--- src/rtl/execute_unit_mc.sv ---
// execute_unit_mc: registered RV32I/RV64I execute stage, valid/ready in and out.
// Define EXEC_MULDIV_EN to build the M extension (multiplier + iterative divider).
module execute_unit_mc #(
    parameter int XLEN    = 32,
    parameter int SHAMT_W = $clog2(XLEN)
) (
    input  logic            clk,
    input  logic            rst_n,
    input  logic            flush,
    input  logic            in_valid,
    output logic            in_ready,
    input  logic [6:0]      opcode,
    input  logic [2:0]      func3,
    input  logic [6:0]      func7,
    input  logic [XLEN-1:0] valA,
    input  logic [XLEN-1:0] valB,
    input  logic [XLEN-1:0] valC,
    input  logic [XLEN-1:0] pc,
    output logic            out_valid,
    input  logic            out_ready,
    output logic [XLEN-1:0] valE,
    output logic            cond,
    output logic            busy
);
    localparam logic [6:0] OPC_LOAD  = 7'b0000011;
    localparam logic [6:0] OPC_STORE = 7'b0100011;
    localparam logic [6:0] OPC_IMM   = 7'b0010011;
    localparam logic [6:0] OPC_OP    = 7'b0110011;
    localparam logic [6:0] OPC_LUI   = 7'b0110111;
    localparam logic [6:0] OPC_AUIPC = 7'b0010111;
    localparam logic [6:0] OPC_JAL   = 7'b1101111;
    localparam logic [6:0] OPC_JALR  = 7'b1100111;
    localparam logic [6:0] OPC_BR    = 7'b1100011;

    logic               accept;
    logic               is_op;
    logic               is_m;
    logic [XLEN-1:0]    opb;
    logic [SHAMT_W-1:0] shamt;
    logic [XLEN-1:0]    sra;
    logic               lt_s;
    logic               lt_u;
    logic               br_lts;
    logic               br_ltu;
    logic [XLEN-1:0]    res;
    logic               res_cond;
    logic               start_div;
    logic               div_out;
    logic [XLEN-1:0]    div_res;

    assign accept   = in_valid && in_ready;
    assign in_ready = !busy && (!out_valid || out_ready);
    assign is_op    = opcode == OPC_OP;
    assign is_m     = is_op && (func7 == 7'b0000001);
    assign opb      = is_op ? valB : valC;
    assign shamt    = opb[SHAMT_W-1:0];
    assign sra      = $signed(valA) >>> shamt;
    assign lt_s     = $signed(valA) < $signed(opb);
    assign lt_u     = valA < opb;
    assign br_lts   = $signed(valA) < $signed(valB);
    assign br_ltu   = valA < valB;

`ifdef EXEC_MULDIV_EN
    logic [2*XLEN-1:0] mul_a;
    logic [2*XLEN-1:0] mul_b;
    logic [2*XLEN-1:0] mul_p;
    logic              div_op;
    logic              div_sgn;
    logic              div_zero;
    logic              div_ovf;
    logic [XLEN-1:0]   spec_res;

    assign mul_a = (func3[1:0] != 2'b11) ?
                   {{XLEN{valA[XLEN-1]}}, valA} : {{XLEN{1'b0}}, valA};
    assign mul_b = (func3[1:0] == 2'b01) ?
                   {{XLEN{valB[XLEN-1]}}, valB} : {{XLEN{1'b0}}, valB};
    assign mul_p = mul_a * mul_b;

    assign div_op   = is_m && func3[2];
    assign div_sgn  = !func3[0];
    assign div_zero = valB == '0;
    assign div_ovf  = div_sgn && (valB == '1) &&
                      (valA == {1'b1, {(XLEN-1){1'b0}}});
    assign spec_res = func3[1] ? (div_zero ? valA : '0)
                               : (div_zero ? '1 : valA);
    assign start_div = accept && div_op && !div_zero && !div_ovf && !flush;
`endif

    // single-cycle result and branch condition
    always_comb begin
        res      = '0;
        res_cond = 1'b0;
        unique case (opcode)
            OPC_OP, OPC_IMM: begin
                if (is_m) begin
`ifdef EXEC_MULDIV_EN
                    if (func3[2])
                        res = spec_res;
                    else if (func3[1:0] == 2'b00)
                        res = mul_p[XLEN-1:0];
                    else
                        res = mul_p[2*XLEN-1:XLEN];
`else
                    res = '0;
`endif
                end else begin
                    unique case (func3)
                        3'b000: res = (is_op && func7[5]) ? valA - opb : valA + opb;
                        3'b001: res = valA << shamt;
                        3'b010: res = {{(XLEN-1){1'b0}}, lt_s};
                        3'b011: res = {{(XLEN-1){1'b0}}, lt_u};
                        3'b100: res = valA ^ opb;
                        3'b101: res = func7[5] ? sra : valA >> shamt;
                        3'b110: res = valA | opb;
                        default: res = valA & opb;
                    endcase
                end
            end
            OPC_LOAD, OPC_STORE: res = valA + valC;
            OPC_LUI:             res = valC;
            OPC_AUIPC:           res = pc + valC;
            OPC_JAL, OPC_JALR: begin
                res      = pc + {{(XLEN-3){1'b0}}, 3'b100};
                res_cond = 1'b1;
            end
            OPC_BR: begin
                res = pc + valC;
                unique case (func3)
                    3'b000:  res_cond = valA == valB;
                    3'b001:  res_cond = valA != valB;
                    3'b100:  res_cond = br_lts;
                    3'b101:  res_cond = !br_lts;
                    3'b110:  res_cond = br_ltu;
                    3'b111:  res_cond = !br_ltu;
                    default: res_cond = 1'b0;
                endcase
            end
            default: begin
                res      = '0;
                res_cond = 1'b0;
            end
        endcase
    end

`ifdef EXEC_MULDIV_EN
    typedef enum logic [1:0] {IDLE, ITER, DONE} state_t;

    state_t          state;
    state_t          state_nx;
    logic [XLEN-1:0] rem_q;
    logic [XLEN-1:0] quo_q;
    logic [XLEN-1:0] dvs_q;
    logic [SHAMT_W:0] cnt_q;
    logic            neg_q;
    logic            neg_r;
    logic            want_rem;
    logic [XLEN-1:0] abs_a;
    logic [XLEN-1:0] abs_b;
    logic [XLEN:0]   shf;
    logic [XLEN:0]   dif;

    assign abs_a   = (div_sgn && valA[XLEN-1]) ? -valA : valA;
    assign abs_b   = (div_sgn && valB[XLEN-1]) ? -valB : valB;
    assign shf     = {rem_q, quo_q[XLEN-1]};
    assign dif     = shf - {1'b0, dvs_q};
    assign busy    = state != IDLE;
    assign div_out = (state == DONE) && (!out_valid || out_ready) && !flush;
    assign div_res = want_rem ? (neg_r ? -rem_q : rem_q)
                              : (neg_q ? -quo_q : quo_q);

    // divider next state; flush always returns to IDLE
    always_comb begin
        state_nx = state;
        unique case (state)
            IDLE: if (start_div) state_nx = ITER;
            ITER: if (cnt_q == {{SHAMT_W{1'b0}}, 1'b1}) state_nx = DONE;
            DONE: if (div_out) state_nx = IDLE;
            default: state_nx = IDLE;
        endcase
        if (flush) state_nx = IDLE;
    end

    // divider state register
    always_ff @(posedge clk or negedge rst_n) begin
        if (!rst_n) state <= IDLE;
        else        state <= state_nx;
    end

    // restoring divide on magnitudes, one quotient bit per cycle
    always_ff @(posedge clk or negedge rst_n) begin
        if (!rst_n) begin
            rem_q    <= '0;
            quo_q    <= '0;
            dvs_q    <= '0;
            cnt_q    <= '0;
            neg_q    <= 1'b0;
            neg_r    <= 1'b0;
            want_rem <= 1'b0;
        end else if (start_div) begin
            rem_q    <= '0;
            quo_q    <= abs_a;
            dvs_q    <= abs_b;
            cnt_q    <= (SHAMT_W+1)'(XLEN);
            neg_q    <= div_sgn && (valA[XLEN-1] ^ valB[XLEN-1]);
            neg_r    <= div_sgn && valA[XLEN-1];
            want_rem <= func3[1];
        end else if (state == ITER) begin
            cnt_q <= cnt_q - 1'b1;
            if (!dif[XLEN]) begin
                rem_q <= dif[XLEN-1:0];
                quo_q <= {quo_q[XLEN-2:0], 1'b1};
            end else begin
                rem_q <= shf[XLEN-1:0];
                quo_q <= {quo_q[XLEN-2:0], 1'b0};
            end
        end
    end
`else
    assign busy      = 1'b0;
    assign start_div = 1'b0;
    assign div_out   = 1'b0;
    assign div_res   = '0;
`endif

    // output register: flush wins, then divider completion, then 1-cycle ops
    always_ff @(posedge clk or negedge rst_n) begin
        if (!rst_n) begin
            out_valid <= 1'b0;
            valE      <= '0;
            cond      <= 1'b0;
        end else if (flush) begin
            out_valid <= 1'b0;
            valE      <= '0;
            cond      <= 1'b0;
        end else if (div_out) begin
            out_valid <= 1'b1;
            valE      <= div_res;
            cond      <= 1'b0;
        end else if (accept && !start_div) begin
            out_valid <= 1'b1;
            valE      <= res;
            cond      <= res_cond;
        end else if (out_ready) begin
            out_valid <= 1'b0;
        end
    end
endmodule

--- config.mk ---
export PLATFORM = sky130hd
export DESIGN_NAME = execute_unit_mc
export DESIGN_NICKNAME = d
export VERILOG_FILES = /design/src/rtl/execute_unit_mc.sv
export SDC_FILE = /design/constraint.sdc
export NUM_CORES = 1
export LEC_CHECK = 0
export BUFFER_PORTS_ARGS = -buffer_cell sky130_fd_sc_hd__buf_4
export CORE_UTILIZATION = 25
export CTS_CLUSTER_SIZE = 16
export DETAILED_ROUTE_END_ITERATION = 12
export SLEW_MARGIN = 25
export SYNTH_ARGS = -nofsm -noshare
export SYNTH_HDL_FRONTEND = slang
export SYNTH_SLANG_ARGS = --single-unit
--- constraint.sdc ---
create_clock -name clk -period 2.3 [get_ports clk]
set_input_delay 0.46 -clock clk [delete_from_list [all_inputs] [get_ports clk]]
set_output_delay 0.46 -clock clk [all_outputs]
set_load 0.005 [all_outputs]
==> summary.md <==
| Metric | Value |
|---|---|
| Worst hold slack | 0.135 ns |
| Fin area | 26200 um2 |
| Rel. slew slack | 51.1% |
| Clock sink count | 34 |
| Fin worst setup slack | -1.54 ns |
| CP Class | input pin to flip-flop |
| CTS Hold Bufs | 0 |
| Endpoint type of the worst setup path | flip-flop |
| Max-cap violation count | 0 |
| Worst Setup SP | opcode[2] |
| Avg Inst Size Synth | 6.88 um2 |
| Clock share of power | 10.1% |
| Logic pwr share | 81.8% |
| Asr flop ratio synth | 100% |
| CP most frequent cell | buf_6 |
| Startpoint Class | input pin |
| Fin nets | 3427 |
| Inst Count DP | 3813 |
| Std cell rows | 89 |
| CTS tree | yes |
| Final Critical Period | 3.84 ns |
| Commonest non-fill, non-tap cell in the layout | buf_4 |
| Failing checks | negative setup slack |
| Reg2reg path depth | 8 |
| Clock Latency Late Sink | 0.30 ns |
| Sequential fraction of the synthesis area | 5.73% |
| Crit path DAT | 4.01 ns |
| Slowest stage cell, crit path | fa_2 |
| Register-to-register setup slack | 0.31 ns |
| Max-slew violation total from the final report | 0 |
| Net Sw Frac | 46.8% |
| Crit-path max cell delay | 0.38 ns |
| Fin crit share | 167% |
| Post-Syn Instances | 2159 |
| CTS buffer count | 5 |
| Gp weighted congestion | 1.06 |
| H-tree depth | 2 |
| Routed Antenna Nets | 0 |
| First-pass GRT wire length | 132000 um |
| Vias | 21663 |
| N_diodes | 0 |
| Reg-to-reg endpoint | valE[11] |
| Clk slew on worst S/H paths | 0.06 ns |
| Worst Path Required | 2.48 ns |
| Net switching power | 3.50 mW |
| Netlist cell types | 104 |
| Initial antenna violation count | 1 |
| Remaining DRCs | 0 |
| Overall global routing resource usage | 28.8% |
| RSZ-0062 raised after global routing | yes |
| Final WL | 91100 um |
| Reg2reg start | out_valid |
| Dpl hpwl | 73300 um |
| Yosys warning count | 0 |
| Most frequent cells in the layout | buf_4 (1016), nand2_1 (197), a21oi_1 (160), nor2_1 (142), inv_1 (130) |
| Largest net degree at the start of global routing | 56 |
| Drt pass-1 iters | 6 |
| Starting Density | 25.2% |
| F_max | 261 MHz |
| Mapped Area | 14900 um2 |
| VDD IR-drop max | 276 uV |
| Flop pwr share | 8.0% |
| EDFF count, synth | 0 |
| Pwr dens | 286 nW/um2 |
| Vias in the first global route | 20994 |
| Vias per cell | 5.56 |
| Initial DRC count | 2059 |
| Final std cells w/o fill | 3894 |
| Hold Crit Class | input pin to asynchronous set/reset pin |
| CP cell instances | buf_6 -> buf_6 -> or2_4 -> nor2_4 -> o21ai_4 -> mux2_4 -> ha_4 -> inv_2 -> fa_2 -> nor2b_4 -> o211ai_1 -> a21bo_2 -> a21oi_4 -> a22oi_2 -> o21ai_2 -> a31oi_1 -> xnor2_1 -> a222oi_1 -> o21ai_1 -> or3_1 |
| Num ports | 186 |
| Final Setup Violations | 33 |
| Max clock buf depth | 2 |
| Worst Tran Pin Value | 0.713 ns |
| Setup TNS | -42.90 ns |
| Layout cells sized above 1 | 47.3% |
| Die area | 60400 um2 |
| Max FO, Critical Path | 5 |
| P_int | 3.99 mW |
| Core area | 58900 um2 |
| Wire per inst | 23.4 um |
| Leakage Power | 12.2 nW |
| Synth Flop Type | dfrtp_1 |
| Status | finished with violations |
| Congestion Overflow GR | 0 |
| Root Buffer | clkbuf_16 |
| Placed cell area | 23500 um2 |
| Final Hold Viols | 0 |
| Clk_skew | 0.00719 ns |
| Power, Total | 7.49 mW |
| Die height | 246 um |
| PortBufs | 184 |
| Seq cells post-synth | 34 |
| Die X | 246 um |
| Syn Nets | 2466 |
| P&R area growth vs syn | 76.2% |
==> final cells by class <==
class	count	area [um2]
Clock buffer	7	143
Clock inverter	1	5.00
Tap cell	773	967
Fill cell	5847	32700
Multi-Input combinational cell	1840	14700
Sequential cell	34	851
Timing Repair Buffer	1095	8910
Inverter	144	571
==> what timing repair did <==
item / in CTS / in global routing
hold endpoints to repair: 0 / 0
pin swaps: 138 / 137
gates resized for setup: 239 / 171
setup buffers: 34 / 44
gates cloned: 6 / 2
endpoints found under the setup margin: 33 / 33
==> power groups by stage <==
stage / Clock [mW] / Combinational, mW / Sequential, mW
CTS: 0.761 / 5.65 / 0.601
global placement: 0 / 5.21 / 0.612
floorplan: 0 / 2.56 / 0.612
finish: 0.760 / 6.13 / 0.601
global route: 0.779 / 6.47 / 0.601
detailed placement: 0 / 5.22 / 0.612
==> worst max path at each step <==
stage               end  cells past startpoint
2_1_floorplan  valE[24]                     21
3_3_place_gp   valE[29]                     18
3_5_place_dp   valE[26]                     20
4_1_cts        valE[26]                     20
5_1_grt        valE[14]                     21
6_report       valE[26]                     20
==> Yosys cell counts (18+ instances only) <==
master / n / area share [%]
inv_1: 139 / 3.5
nor3_1: 85 / 2.9
o221ai_1: 23 / 1.4
buf_2: 25 / 0.84
xor2_1: 28 / 1.7
o211ai_1: 44 / 2.2
nand2b_1: 41 / 1.7
a22o_1: 28 / 1.7
o21ai_1: 18 / 0.61
a222oi_1: 28 / 1.9
dfrtp_1: 34 / 5.7
mux2i_1: 79 / 5.3
a21o_1: 51 / 2.6
ha_1: 155 / 13
clkbuf_1: 89 / 2.2
nand2_1: 206 / 5.2
a21oi_1: 209 / 7.0
and3_1: 21 / 0.88
a31oi_1: 28 / 1.2
xnor2_1: 70 / 4.1
nand3_1: 48 / 1.6
a211oi_1: 27 / 1.4
nor2_1: 154 / 3.9
mux2_2: 45 / 3.4
o21a_1: 20 / 1.0
o21ai_0: 162 / 5.5
==> per-layer routing <==
| layer | vias to the layer above | part of all wire, % | global-route usage [%] |
|---|---|---|---|
| met1 | 10296 | 42 | 38.9 |
| met4 | 2 | 5.9 | 13.7 |
| met5 | - | 0.014 | 0 |
| met3 | 263 | 8.7 | 3.66 |
| li1 | 9960 | - | - |
| met2 | 1142 | 43 | 44.9 |
==> worst max-delay path, delay by kind of cell <==
family / cells / cell delay [ns]
AOI/OAI and AO/OA: 9 / 1.56
xor gates and xnor gates: 1 / 0.14
adders and majority gates: 2 / 0.52
buffers and inverters: 3 / 0.24
muxes: 1 / 0.23
and+or+nand+nor: 4 / 0.83
==> registers in the layout, indices dropped and copies added (netlist names) <==
signal,flops
out_valid,1
cond,1
valE,32
==> through the flow <==
stage / utilization, % / setup WS, ns
after floorplan: - / -1.61
after global placement: 39.9 / -1.92
after detailed placement: 39.9 / -1.98
final: 44.5 / -1.54
after global routing: 44.5 / -1.70
after CTS: 42.6 / -1.58
==> logic make-up after synthesis <==
| kind of cell | synth area share, % |
|---|---|
| fa+ha+maj | 13.3 |
| xor+xnor | 5.78 |
| mux | 9.34 |
| compound gates | 36.4 |
| other cells | 0.0252 |
| buf+inv | 8.12 |
| simple gates | 21.3 |
| flops | 5.73 |
(Power assumes the default switching activity.)
